### src/rtl/frame_update_scheduler_if.sv
// Position handshake between the frame update scheduler (master) and game logic (slave).
interface frame_update_scheduler_if;
  logic        oPos_req;
  logic        iPos_ack;
  logic [18:0] iBird_y;
  logic [18:0] iPipe_x;
  logic [18:0] iPipe_y;
  logic        iGameover;

  modport master (
    output oPos_req,
    input  iPos_ack, iBird_y, iPipe_x, iPipe_y, iGameover
  );

  modport slave (
    input  oPos_req,
    output iPos_ack, iBird_y, iPipe_x, iPipe_y, iGameover
  );
endinterface

### src/rtl/frame_update_scheduler.sv
// Requests positions every FRAME_DIV frames, builds sprite boxes and commits them atomically.
// Optional macro FREEZE_ON_GAMEOVER_EN: boxes stop updating after a committed game-over.
module frame_update_scheduler #(
  parameter int FRAME_DIV = 30,
  parameter int BIRD_X    = 320,
  parameter int BIRD_W    = 45,
  parameter int BIRD_H    = 35,
  parameter int PIPE_W    = 54,
  parameter int GAP       = 150,
  parameter int SCREEN_H  = 480
) (
  input  logic                            iVGA_CLK,
  input  logic                            iRST_n,
  input  logic                            iVS,
  input  logic                            iBLANK_n,
  frame_update_scheduler_if.master        pos,
  output logic [75:0]                     oBird_box,
  output logic [75:0]                     oLpipe_box,
  output logic [75:0]                     oUpipe_box,
  output logic                            oGameover,
  output logic                            oUpdate,
  output logic [7:0]                      oMiss_cnt
);

  typedef enum logic [2:0] {
    IDLE      = 3'd0,
    REQ       = 3'd1,
    CALC_BIRD = 3'd2,
    CALC_PIPE = 3'd3,
    COMMIT    = 3'd4
  } state_t;

  localparam logic [19:0] C_MAX      = 20'h7FFFF;
  localparam logic [19:0] C_BIRD_X   = 20'(BIRD_X);
  localparam logic [19:0] C_BIRD_W   = 20'(BIRD_W);
  localparam logic [19:0] C_BIRD_H   = 20'(BIRD_H);
  localparam logic [19:0] C_PIPE_W   = 20'(PIPE_W);
  localparam logic [19:0] C_HALF_PW  = 20'(PIPE_W / 2);
  localparam logic [19:0] C_HALF_GAP = 20'(GAP / 2);
  localparam logic [19:0] C_SCR      = 20'(SCREEN_H);
  localparam logic [7:0]  C_DIV_M1   = 8'(FRAME_DIV - 1);

  // 20-bit intermediates carry the overflow bit so every result clamps instead of wrapping.
  function automatic logic [18:0] f_sat(input logic [19:0] v);
    logic [19:0] c;
    c = (v > C_MAX) ? C_MAX : v;
    return c[18:0];
  endfunction

  function automatic logic [18:0] f_min(input logic [19:0] a, input logic [19:0] b);
    return f_sat((a < b) ? a : b);
  endfunction

  function automatic logic [18:0] f_sub(input logic [19:0] a, input logic [19:0] b);
    logic [19:0] d;
    d = (a < b) ? '0 : a - b;
    return d[18:0];
  endfunction

  state_t      r_state, w_state_nxt;
  logic        r_vs, r_blank;
  logic [7:0]  r_frame_cnt;
  logic        w_vs_fall, w_blank_rise, w_frame_wrap;
  logic [18:0] r_by, r_px, r_py;
  logic        r_go;
  logic [75:0] r_sh_bird, r_sh_lp, r_sh_up;
  logic [18:0] w_pipe_l, w_pipe_r;
  logic [75:0] w_bird_box, w_lp_box, w_up_box;

  assign w_vs_fall    = r_vs & ~iVS;
  assign w_blank_rise = iBLANK_n & ~r_blank;
  assign w_frame_wrap = w_vs_fall && (r_frame_cnt == C_DIV_M1);
  assign pos.oPos_req = (r_state == REQ);

  always_ff @(posedge iVGA_CLK or negedge iRST_n) begin
    if (!iRST_n) r_state <= IDLE;
    else         r_state <= w_state_nxt;
  end

  always_comb begin
    w_state_nxt = r_state;
    unique case (r_state)
      IDLE:      if (w_frame_wrap) w_state_nxt = REQ;
      REQ: begin
        if (pos.iPos_ack)      w_state_nxt = CALC_BIRD;
        else if (w_blank_rise) w_state_nxt = IDLE;
      end
      CALC_BIRD: w_state_nxt = CALC_PIPE;
      CALC_PIPE: w_state_nxt = COMMIT;
      COMMIT:    w_state_nxt = IDLE;
      default:   w_state_nxt = IDLE;
    endcase
  end

  always_ff @(posedge iVGA_CLK or negedge iRST_n) begin
    if (!iRST_n) begin
      r_vs        <= 1'b0;
      r_blank     <= 1'b0;
      r_frame_cnt <= '0;
      oMiss_cnt   <= '0;
    end else begin
      r_vs    <= iVS;
      r_blank <= iBLANK_n;
      if (w_vs_fall) r_frame_cnt <= w_frame_wrap ? '0 : r_frame_cnt + 8'd1;
      if ((r_state == REQ) && !pos.iPos_ack && w_blank_rise && (oMiss_cnt != 8'hFF))
        oMiss_cnt <= oMiss_cnt + 8'd1;
    end
  end

  assign w_bird_box = {f_sat(C_BIRD_X), f_sat(C_BIRD_X + C_BIRD_W), r_by,
                       f_min({1'b0, r_by} + C_BIRD_H, C_SCR)};
  assign w_pipe_l   = f_sub({1'b0, r_px}, C_HALF_PW);
  assign w_pipe_r   = f_sat({1'b0, w_pipe_l} + C_PIPE_W);
  assign w_lp_box   = {w_pipe_l, w_pipe_r, f_min({1'b0, r_py} + C_HALF_GAP, C_SCR), f_sat(C_SCR)};
  assign w_up_box   = {w_pipe_l, w_pipe_r, 19'd0, f_sub({1'b0, r_py}, C_HALF_GAP)};

  always_ff @(posedge iVGA_CLK or negedge iRST_n) begin
    if (!iRST_n) begin
      r_by      <= '0;
      r_px      <= '0;
      r_py      <= '0;
      r_go      <= 1'b0;
      r_sh_bird <= '0;
      r_sh_lp   <= '0;
      r_sh_up   <= '0;
    end else begin
      if ((r_state == REQ) && pos.iPos_ack) begin
        r_by <= pos.iBird_y;
        r_px <= pos.iPipe_x;
        r_py <= pos.iPipe_y;
        r_go <= pos.iGameover;
      end
      if (r_state == CALC_BIRD) r_sh_bird <= w_bird_box;
      if (r_state == CALC_PIPE) begin
        r_sh_lp <= w_lp_box;
        r_sh_up <= w_up_box;
      end
    end
  end

`ifdef FREEZE_ON_GAMEOVER_EN
  logic r_frozen;
`endif

  always_ff @(posedge iVGA_CLK or negedge iRST_n) begin
    if (!iRST_n) begin
      oBird_box  <= '0;
      oLpipe_box <= '0;
      oUpipe_box <= '0;
      oGameover  <= 1'b0;
      oUpdate    <= 1'b0;
`ifdef FREEZE_ON_GAMEOVER_EN
      r_frozen   <= 1'b0;
`endif
    end else begin
      oUpdate <= (r_state == COMMIT);
      if (r_state == COMMIT) begin
        oGameover <= r_go;
`ifdef FREEZE_ON_GAMEOVER_EN
        // Freeze is sticky: the commit carrying game-over still lands, later ones do not.
        if (!r_frozen) begin
          oBird_box  <= r_sh_bird;
          oLpipe_box <= r_sh_lp;
          oUpipe_box <= r_sh_up;
        end
        r_frozen <= r_frozen | r_go;
`else
        oBird_box  <= r_sh_bird;
        oLpipe_box <= r_sh_lp;
        oUpipe_box <= r_sh_up;
`endif
      end
    end
  end

endmodule

### src/flat_wrapper.sv
// flat-port wrapper written by rule: the top's interface ports become plain ports
module frame_update_scheduler_flat 
#(
  parameter int FRAME_DIV = 30,
  parameter int BIRD_X    = 320,
  parameter int BIRD_W    = 45,
  parameter int BIRD_H    = 35,
  parameter int PIPE_W    = 54,
  parameter int GAP       = 150,
  parameter int SCREEN_H  = 480
)
  (iVGA_CLK, iRST_n, iVS, iBLANK_n, oBird_box, oLpipe_box, oUpipe_box, oGameover, oUpdate, oMiss_cnt, pos_oPos_req, pos_iPos_ack, pos_iBird_y, pos_iPipe_x, pos_iPipe_y, pos_iGameover);
  frame_update_scheduler_if pos_i ();
  input  logic iVGA_CLK;
  input  logic iRST_n;
  input  logic iVS;
  input  logic iBLANK_n;
  output logic [75:0] oBird_box;
  output logic [75:0] oLpipe_box;
  output logic [75:0] oUpipe_box;
  output logic oGameover;
  output logic oUpdate;
  output logic [7:0] oMiss_cnt;
  output wire logic [$bits(pos_i.oPos_req)-1:0] pos_oPos_req;
  input wire logic [$bits(pos_i.iPos_ack)-1:0] pos_iPos_ack;
  input wire logic [$bits(pos_i.iBird_y)-1:0] pos_iBird_y;
  input wire logic [$bits(pos_i.iPipe_x)-1:0] pos_iPipe_x;
  input wire logic [$bits(pos_i.iPipe_y)-1:0] pos_iPipe_y;
  input wire logic [$bits(pos_i.iGameover)-1:0] pos_iGameover;
  assign pos_oPos_req = pos_i.oPos_req;
  assign pos_i.iPos_ack = pos_iPos_ack;
  assign pos_i.iBird_y = pos_iBird_y;
  assign pos_i.iPipe_x = pos_iPipe_x;
  assign pos_i.iPipe_y = pos_iPipe_y;
  assign pos_i.iGameover = pos_iGameover;
  frame_update_scheduler #(.FRAME_DIV(FRAME_DIV), .BIRD_X(BIRD_X), .BIRD_W(BIRD_W), .BIRD_H(BIRD_H), .PIPE_W(PIPE_W), .GAP(GAP), .SCREEN_H(SCREEN_H)) u_core (.iVGA_CLK(iVGA_CLK), .iRST_n(iRST_n), .iVS(iVS), .iBLANK_n(iBLANK_n), .pos(pos_i), .oBird_box(oBird_box), .oLpipe_box(oLpipe_box), .oUpipe_box(oUpipe_box), .oGameover(oGameover), .oUpdate(oUpdate), .oMiss_cnt(oMiss_cnt));
endmodule
### config.mk
export PLATFORM = sky130hd
export DESIGN_NAME = frame_update_scheduler_flat
export DESIGN_NICKNAME = d
export VERILOG_FILES = /design/src/rtl/frame_update_scheduler_if.sv /design/src/rtl/frame_update_scheduler.sv /design/src/flat_wrapper.sv
export SDC_FILE = /design/constraint.sdc
export NUM_CORES = 1
export LEC_CHECK = 0
export ABC_CLOCK_PERIOD_IN_PS = 5900
export CAP_MARGIN = 15
export CORE_UTILIZATION = 56
export CTS_CLUSTER_SIZE = 10
export DETAILED_ROUTE_END_ITERATION = 8
export PLACE_DENSITY = 0.86
export SLEW_MARGIN = 20
export SYNTH_ARGS = -nofsm -noshare
export SYNTH_HDL_FRONTEND = slang
export SYNTH_SLANG_ARGS = --single-unit
### constraint.sdc
create_clock -name iVGA_CLK -period 5.9 [get_ports iVGA_CLK]
set_input_delay 1.18 -clock iVGA_CLK [delete_from_list [all_inputs] [get_ports iVGA_CLK]]
set_output_delay 1.18 -clock iVGA_CLK [all_outputs]
set_load 0.01 [all_outputs]
==> impl_metrics.yaml <==
status:
  status: "complete, no violations"
route:
  drt-wirelength-per-cell_um: 17.9
  drt_iter0_markers: 529
  drt_wl_total_um: 31500
  drc_errors: 0
  avgViaCountPerCell: 5.53
  postRouteAntennaNets: 0
  vias: 9728
  dr.pass1.iters: 4
die:
  dieHeight_um: 163
  dieArea_mm2: 0.0264
  fp-row-count: 58
  pin_count: 302
  fp.dieW_um: 163
  initial_utilization_pct: 57.1
  core_region_area_mm2: 0.0253
sta:
  relSlewSlack_pct: 29.0
  tns_ns: 0
  fin_ws_ns: 2.14
  hold_viol: 0
  post-route-period-util_pct: 63.8
  rsz0062_at_grt: "no"
  period_needed_ns: 3.76
  fin_skew_ns: 0.00912
  finalSetupViolCount: 0
  fmax_ghz: 0.266
  worst_pin_slew_ns: 1.06
  finalMaxSlewViolations: 0
worst_hold_path:
  hold_path.class: "reg -> reg"
  min_path_cells: 2
setup_path:
  worstPathArrival_ns: 4.15
  ff2ff_path_depth: 13
  required_ns: 6.29
  path_max_fanout: 12
  worst_setup_path_start_kind: "flop"
  path_cells: "or4_4, nor3_2, nand3_2, o21ai_0, ha_1, and3b_1, a31oi_1, a21boi_2, nor2_2, nor4b_4, and3_1, or3_1, a22o_1"
  max_stage_delay_ns: 0.64
  path_class: "reg -> reg"
  worst_setup_path_end_kind: "flop"
  cp_slowest_cell: "or4_4"
run:
  drv_cap: 0
cells_and_area:
  register_area_mm2: 0.00783
  finalNonFillerCells: 1760
  final_nets: 1496
  multi_input_area_mm2: 0.00566
  area_delta_synth_final_pct: 20.8
  drive_gt1_share_pct: 17.3
  n_fill_cell: 1811
  fin_area_mm2: 0.0174
placement:
  dp_hpwl_um: 21500
  post-place-ws_ns: 2.20
  placement.io_buffers: 237
  dp.cells: 1716
  placed_area_mm2: 0.0164
  place_congestion: 0.893
cts:
  numCtsBuffers: 37
  cts_num_sinks: 313
  clk_pin_slew_ns: 0.05
  root_buffer: "clkbuf_16"
  post_cts_buffers: 0
  cts_buffer_depth: 3
  clk_latency_ns: 0.50
  post_cts_resized: 0
  cts_hold_buffers: 0
  htree_levels: 2
  cts_tree: "built"
global_route:
  grt_pass1_wl_um: 50900
  antenna_found_initial: 1
  grt_pass1_vias: 9594
  grt_use_total_pct: 24.4
  grt_max_degree: 179
  overflow: 0
pwr:
  p_leak_nw: 7.67
  power_w: 0.00924
  p_per_area_mw_per_mm2: 530
  peakVddDrop_mv: 0.314
synth:
  synth.cell_area_mm2: 0.0144
  ys.flop_type: "dfrtp_1"
  synth_seq_cells: 313
  seq_area_frac_synth_pct: 54.3
  synth_warnings: 0
  avgSynthCellArea_um2: 11.5
  syn_inst: 1253
  synthArstFlopShare_pct: 100
  synth_edf_count: 0
  synth_cell_types: 75
synth_stat cells (14+ instances only):
cell type / instances / area, µm²
and2_1: 23 / 144
nand3_1: 18 / 90.1
nor3_1: 14 / 70.1
a21oi_1: 21 / 105
dfrtp_1: 313 / 7830
xor2_1: 27 / 236
xnor2_1: 37 / 324
nor2_1: 51 / 191
o21ai_0: 60 / 300
nand2_1: 152 / 571
clkbuf_1: 49 / 184
buf_4: 113 / 848
mux2_2: 171 / 1930
registers in the layout, summed over array words and instances, names as in the netlist, 19 cells and up:
name and flops:
u_core.oBird_box 39, u_core.r_sh_lp 58, u_core.r_sh_bird 39, u_core.oLpipe_box 58, u_core.oUpipe_box 19, u_core.r_px 19, u_core.r_sh_up 19, u_core.r_py 19
u_core.r_by 19
metal layers:
| metal | wire length (µm) | share of wire (%) | GRT usage [%] | up-vias |
|---|---|---|---|---|
| met5 | 0 | 0 | 0 | - |
| met3 | 2060 | 6.5 | 4.53 | 58 |
| met4 | 835 | 2.6 | 8.49 | 0 |
| met1 | 13700 | 44 | 34.0 | 4840 |
| li1 | - | - | - | 4462 |
| met2 | 14900 | 47 | 38.5 | 368 |
logic make-up (layout without fill, tap and decap cells):
family	Yosys count	after routing	synth area share, %
XOR/XNOR	64	64	3.88
buffers and inverters	185	298	8.19
flip-flops	313	313	54.3
AND/OR/NAND/NOR	351	351	12.4
other	1	65	0.0260
multiplexers	177	177	13.8
adder cells (fa/ha/maj)	9	9	0.763
AO/OA/AOI/OAI	153	153	6.67
layout make-up:
class                      count  share of cell area, %
antenna                        1                 0.0144
clock buffer                  41                   5.70
clock inverter                 2                  0.223
inverter                      10                  0.215
multi-input combinational    818                   32.5
sequential                   313                   44.9
tap                          330                   2.37
timing repair buffer         245                   14.1
stage by stage:
| step | hold WS (ns) | util, % |
|---|---|---|
| 6_report | 0.472 | 69.0 |
| 3_3_place_gp | 0.443 | 64.9 |
| 3_5_place_dp | 0.456 | 64.9 |
| 4_1_cts | 0.474 | 69.0 |
| 2_1_floorplan | 0.428 | - |
| 5_1_grt | 0.498 | 69.0 |
worst max-delay path, delay by kind of cell, from the launching register on:
kind / cells / cell delay, ns
AO/OA/AOI/OAI: 4 / 0.67
adder cells (fa/ha/maj): 1 / 0.29
flip-flops: 1 / 0.54
AND/OR/NAND/NOR: 8 / 2.14
path summary, 6_finish.rpt:
kind,start,slack [ns],end
max reg2reg,u_core.r_px[5]$_DFFE_PN0P_,2.14,u_core.r_sh_lp[55]$_DFFE_PN0P_
max,u_core.r_px[5]$_DFFE_PN0P_,2.14,u_core.r_sh_lp[55]$_DFFE_PN0P_
max in group asynchronous,iRST_n,3.87,u_core.oBird_box[17]$_DFFE_PN0P_
min,u_core.r_sh_bird[23]$_DFFE_PN0P_,0.47,u_core.r_sh_bird[23]$_DFFE_PN0P_
min in group asynchronous,iRST_n,0.65,u_core.oLpipe_box[49]$_DFFE_PN0P_
min reg2reg,u_core.r_sh_bird[23]$_DFFE_PN0P_,0.47,u_core.r_sh_bird[23]$_DFFE_PN0P_
where the power goes:
part	internal [W]	leakage [nW]	switching (W)	total (W)
Clock	0.00122	0.508	0.000796	0.00202
Combinational	0.00185	3.21	0.00164	0.00349
Sequential	0.00293	3.95	0.000808	0.00373
cells in the final DEF, fill, tap and decap left out, types with 4 or more instances in the layout:
cell             count
nand2b_1            11
buf_4                7
and4_1               4
o31ai_1              8
mux2_2             171
o21ai_1              8
clkdlybuf4s50_1    236
nand4b_1             4
nor3_1              14
and2_1              22
a21oi_1             21
a31oi_1              9
xor2_1              27
nor4_1               6
nor2_1              51
nand2_1            152
xnor2_1             37
clkbuf_16           39
ha_1                 8
mux2i_1              6
inv_1               10
o21ai_0             60
and3_1               8
or3_1                7
o22a_1              11
nor3b_1              5
a22o_1               6
nand4_1             11
conb_1              64
nor2b_1              8
nand3_1             18
dfrtp_1            313
Note: power is estimated with default switching activity, not from simulation.
==> edit: new RTL, same flow settings <==
Make the reset (`iRST_n`) synchronous in 4 clocked blocks.
--- a/src/rtl/frame_update_scheduler.sv
+++ b/src/rtl/frame_update_scheduler.sv
@@ -73,5 +73,5 @@
   assign pos.oPos_req = (r_state == REQ);
 
-  always_ff @(posedge iVGA_CLK or negedge iRST_n) begin
+  always_ff @(posedge iVGA_CLK) begin
     if (!iRST_n) r_state <= IDLE;
     else         r_state <= w_state_nxt;
@@ -93,5 +93,5 @@
   end
 
-  always_ff @(posedge iVGA_CLK or negedge iRST_n) begin
+  always_ff @(posedge iVGA_CLK) begin
     if (!iRST_n) begin
       r_vs        <= 1'b0;
@@ -115,5 +115,5 @@
   assign w_up_box   = {w_pipe_l, w_pipe_r, 19'd0, f_sub({1'b0, r_py}, C_HALF_GAP)};
 
-  always_ff @(posedge iVGA_CLK or negedge iRST_n) begin
+  always_ff @(posedge iVGA_CLK) begin
     if (!iRST_n) begin
       r_by      <= '0;
@@ -143,5 +143,5 @@
 `endif
 
-  always_ff @(posedge iVGA_CLK or negedge iRST_n) begin
+  always_ff @(posedge iVGA_CLK) begin
     if (!iRST_n) begin
       oBird_box  <= '0;
Formal check against the unedited RTL: same outputs for any inputs over 10 cycles, from zero or initial values and one cycle with iRST_n low; that may be too few to reach the edited logic, so the function may still have changed.
==> edit against the original RTL <==
Wire length is 7.3% higher; final area decreased by 2.2%; sequential cell count unchanged; die area down 1.4%; synthesized area decreased by 1.4%; via count grew 20%; setup slack better by 0.24 ns; largest cell class is now multi-input combinational cells.
Power is not compared: it rests on default switching activity, and its combinational part moved more than twofold at a synthesized area within 25%.
==> edit: results (changes against the original RTL) <==
timing:
  skew_ns: 0.0193  # +0.0102 ns
  whs_ns: 0.454  # -0.0182 ns
  tightest_slew_ns: 0.963  # -0.102 ns
logic_synthesis:
  synth_cell_types: 68  # -9.3%
  synth_xor_area_share_pct: 3.94  # +0.056 points
  synth-seq-area-share_pct: 44.0  # -10 points
  ys_top_cells_by_area: "dfxtp_1 (44%), nand2_1 (12%), a21boi_0 (11%), buf_4 (5.9%), clkbuf_1 (2.7%)"
  synth_common_cells: "nand2_1 (450), dfxtp_1 (313), a21boi_0 (204)"
  synthArstFlopShare_pct: 0  # -100 points
  ys_warn_count: 0  # unchanged
  synth_compound_area_share_pct: 19.5  # +13 points
  yosys.area.top_type: "dfxtp_1"
  synth_fa_ha_area_share_pct: 0.704  # -0.059 points
  synthMuxAreaShare_pct: 0.712  # -13 points
placed_design:
  dp_hpwl_microns: 22300  # +3.7%
  gp_congestion: 0.916  # +2.5%
  io_buffer_count: 237  # unchanged
cts:
  clkLatencyLatePin_ns: 0.51
  h-tree-depth: 2  # unchanged
  clkTransAtPathRegs_ns: 0.05  # about the same
  ctsRootBufferMaster: "clkbuf_16"
  numCtsBuffers: 37  # unchanged
  clockBufferDepth: 3  # unchanged
  cts_resized: 0  # unchanged
finish:
  biggestRegsByFlops: "u_core.oLpipe_box: 58 flops, u_core.r_sh_lp: 58 flops"
  final_nets: 1901  # +27%
  drive_above_1_share_pct: 4.58  # -13 points
  num-fill-cells: 1942  # +7.2%
setup_path:
  crit_family: "compound AO/OA/AOI/OAI gates"
  timing.rr.start: "u_core.r_px[5]"
  reg2reg_slack_ns: 2.38  # +0.24 ns
  arrival_ns: 3.88  # -0.27 ns
  crit_fanout: 18  # +6
  crit_path_max_incr_delay_ns: 0.68  # +0.04 ns
  slowest_stage: "or4_1"
power_and_ir_drop:
  ir_worst_vdd_uv: 211
  leakage_nw: 6.06
detailed_routing:
  drt_iter0_drc: 744  # +41%
  first_pass_iters: 5  # +1
  routed-via-count: 11700  # +20%
  drt_wl_total_microns: 33800  # +7.3%
hold_path:
  min_from: "u_core.r_sh_bird[7]"
global_routing:
  grt_pass1_vias: 10800  # +12%
  grt_pass1_wl_microns: 54000  # +6.1%
  grt_max_degree: 193  # +7.8%
  grtUsageTotal_pct: 25.3  # +0.86 points
  antenna_found_initial: 2  # +1
status:
  status: "finished clean"
==> edit: cell count changes in the layout (fill, tap and decap cells not counted), moves of 19 or more <==
cell | before | now
dfrtp_1 | 313 | 0
nor2b_1 | 8 | 30
and3_1 | 8 | 31
dfxtp_1 | 0 | 313
a21boi_0 | 0 | 204
nand2_1 | 152 | 448
a22oi_1 | 1 | 20
mux2_2 | 171 | 1
==> edit: final timing paths <==
path | cells past startpoint | to
max | 10 | u_core.r_sh_lp[39]
max reg2reg | 10 | u_core.r_sh_lp[39]
min | 2 | u_core.oBird_box[7]
min reg2reg | 2 | u_core.oBird_box[7]
==> edit: metal layers <==
layer	GRT usage [%]	wire (microns)
met5	0	0
met3	3.85	1730
met2	43.8	16600
met1	31.9	14600
met4	8.75	887
==> edit: cell type report <==
type                    instances  area, sq um  area share [%]
multi-input cells            1217         6870            40.3
flip-flops and latches        313         6270            36.7
repair buffers                247         2480            14.6
clock buffers                  40          947            5.55
well taps                     324          405            2.38
inverters                      14         52.6           0.308
clock inverters                 3         22.5           0.132
diodes                          2         5.00          0.0293
==> edit: stage by stage <==
step	setup WS [ns]	utilization, %	std cells	cell area (sq um)
after global placement	2.44	65.2	2114	16000
after CTS	2.44	69.2	2157	17000
after detailed placement	2.43	65.2	2114	16000
final	2.38	69.3	2160	17100
after global routing	2.16	69.3	2160	17100
after floorplan	2.94	-	1771	14500
==> edit: power breakdown <==
part,switching (W),total [W],internal (W)
Sequential,0.000000855,0.00212,0.00212
Combinational,0.0000558,0.000116,0.0000597
Clock,0.000791,0.00192,0.00113
Total,0.000847,0.00415,0.00330
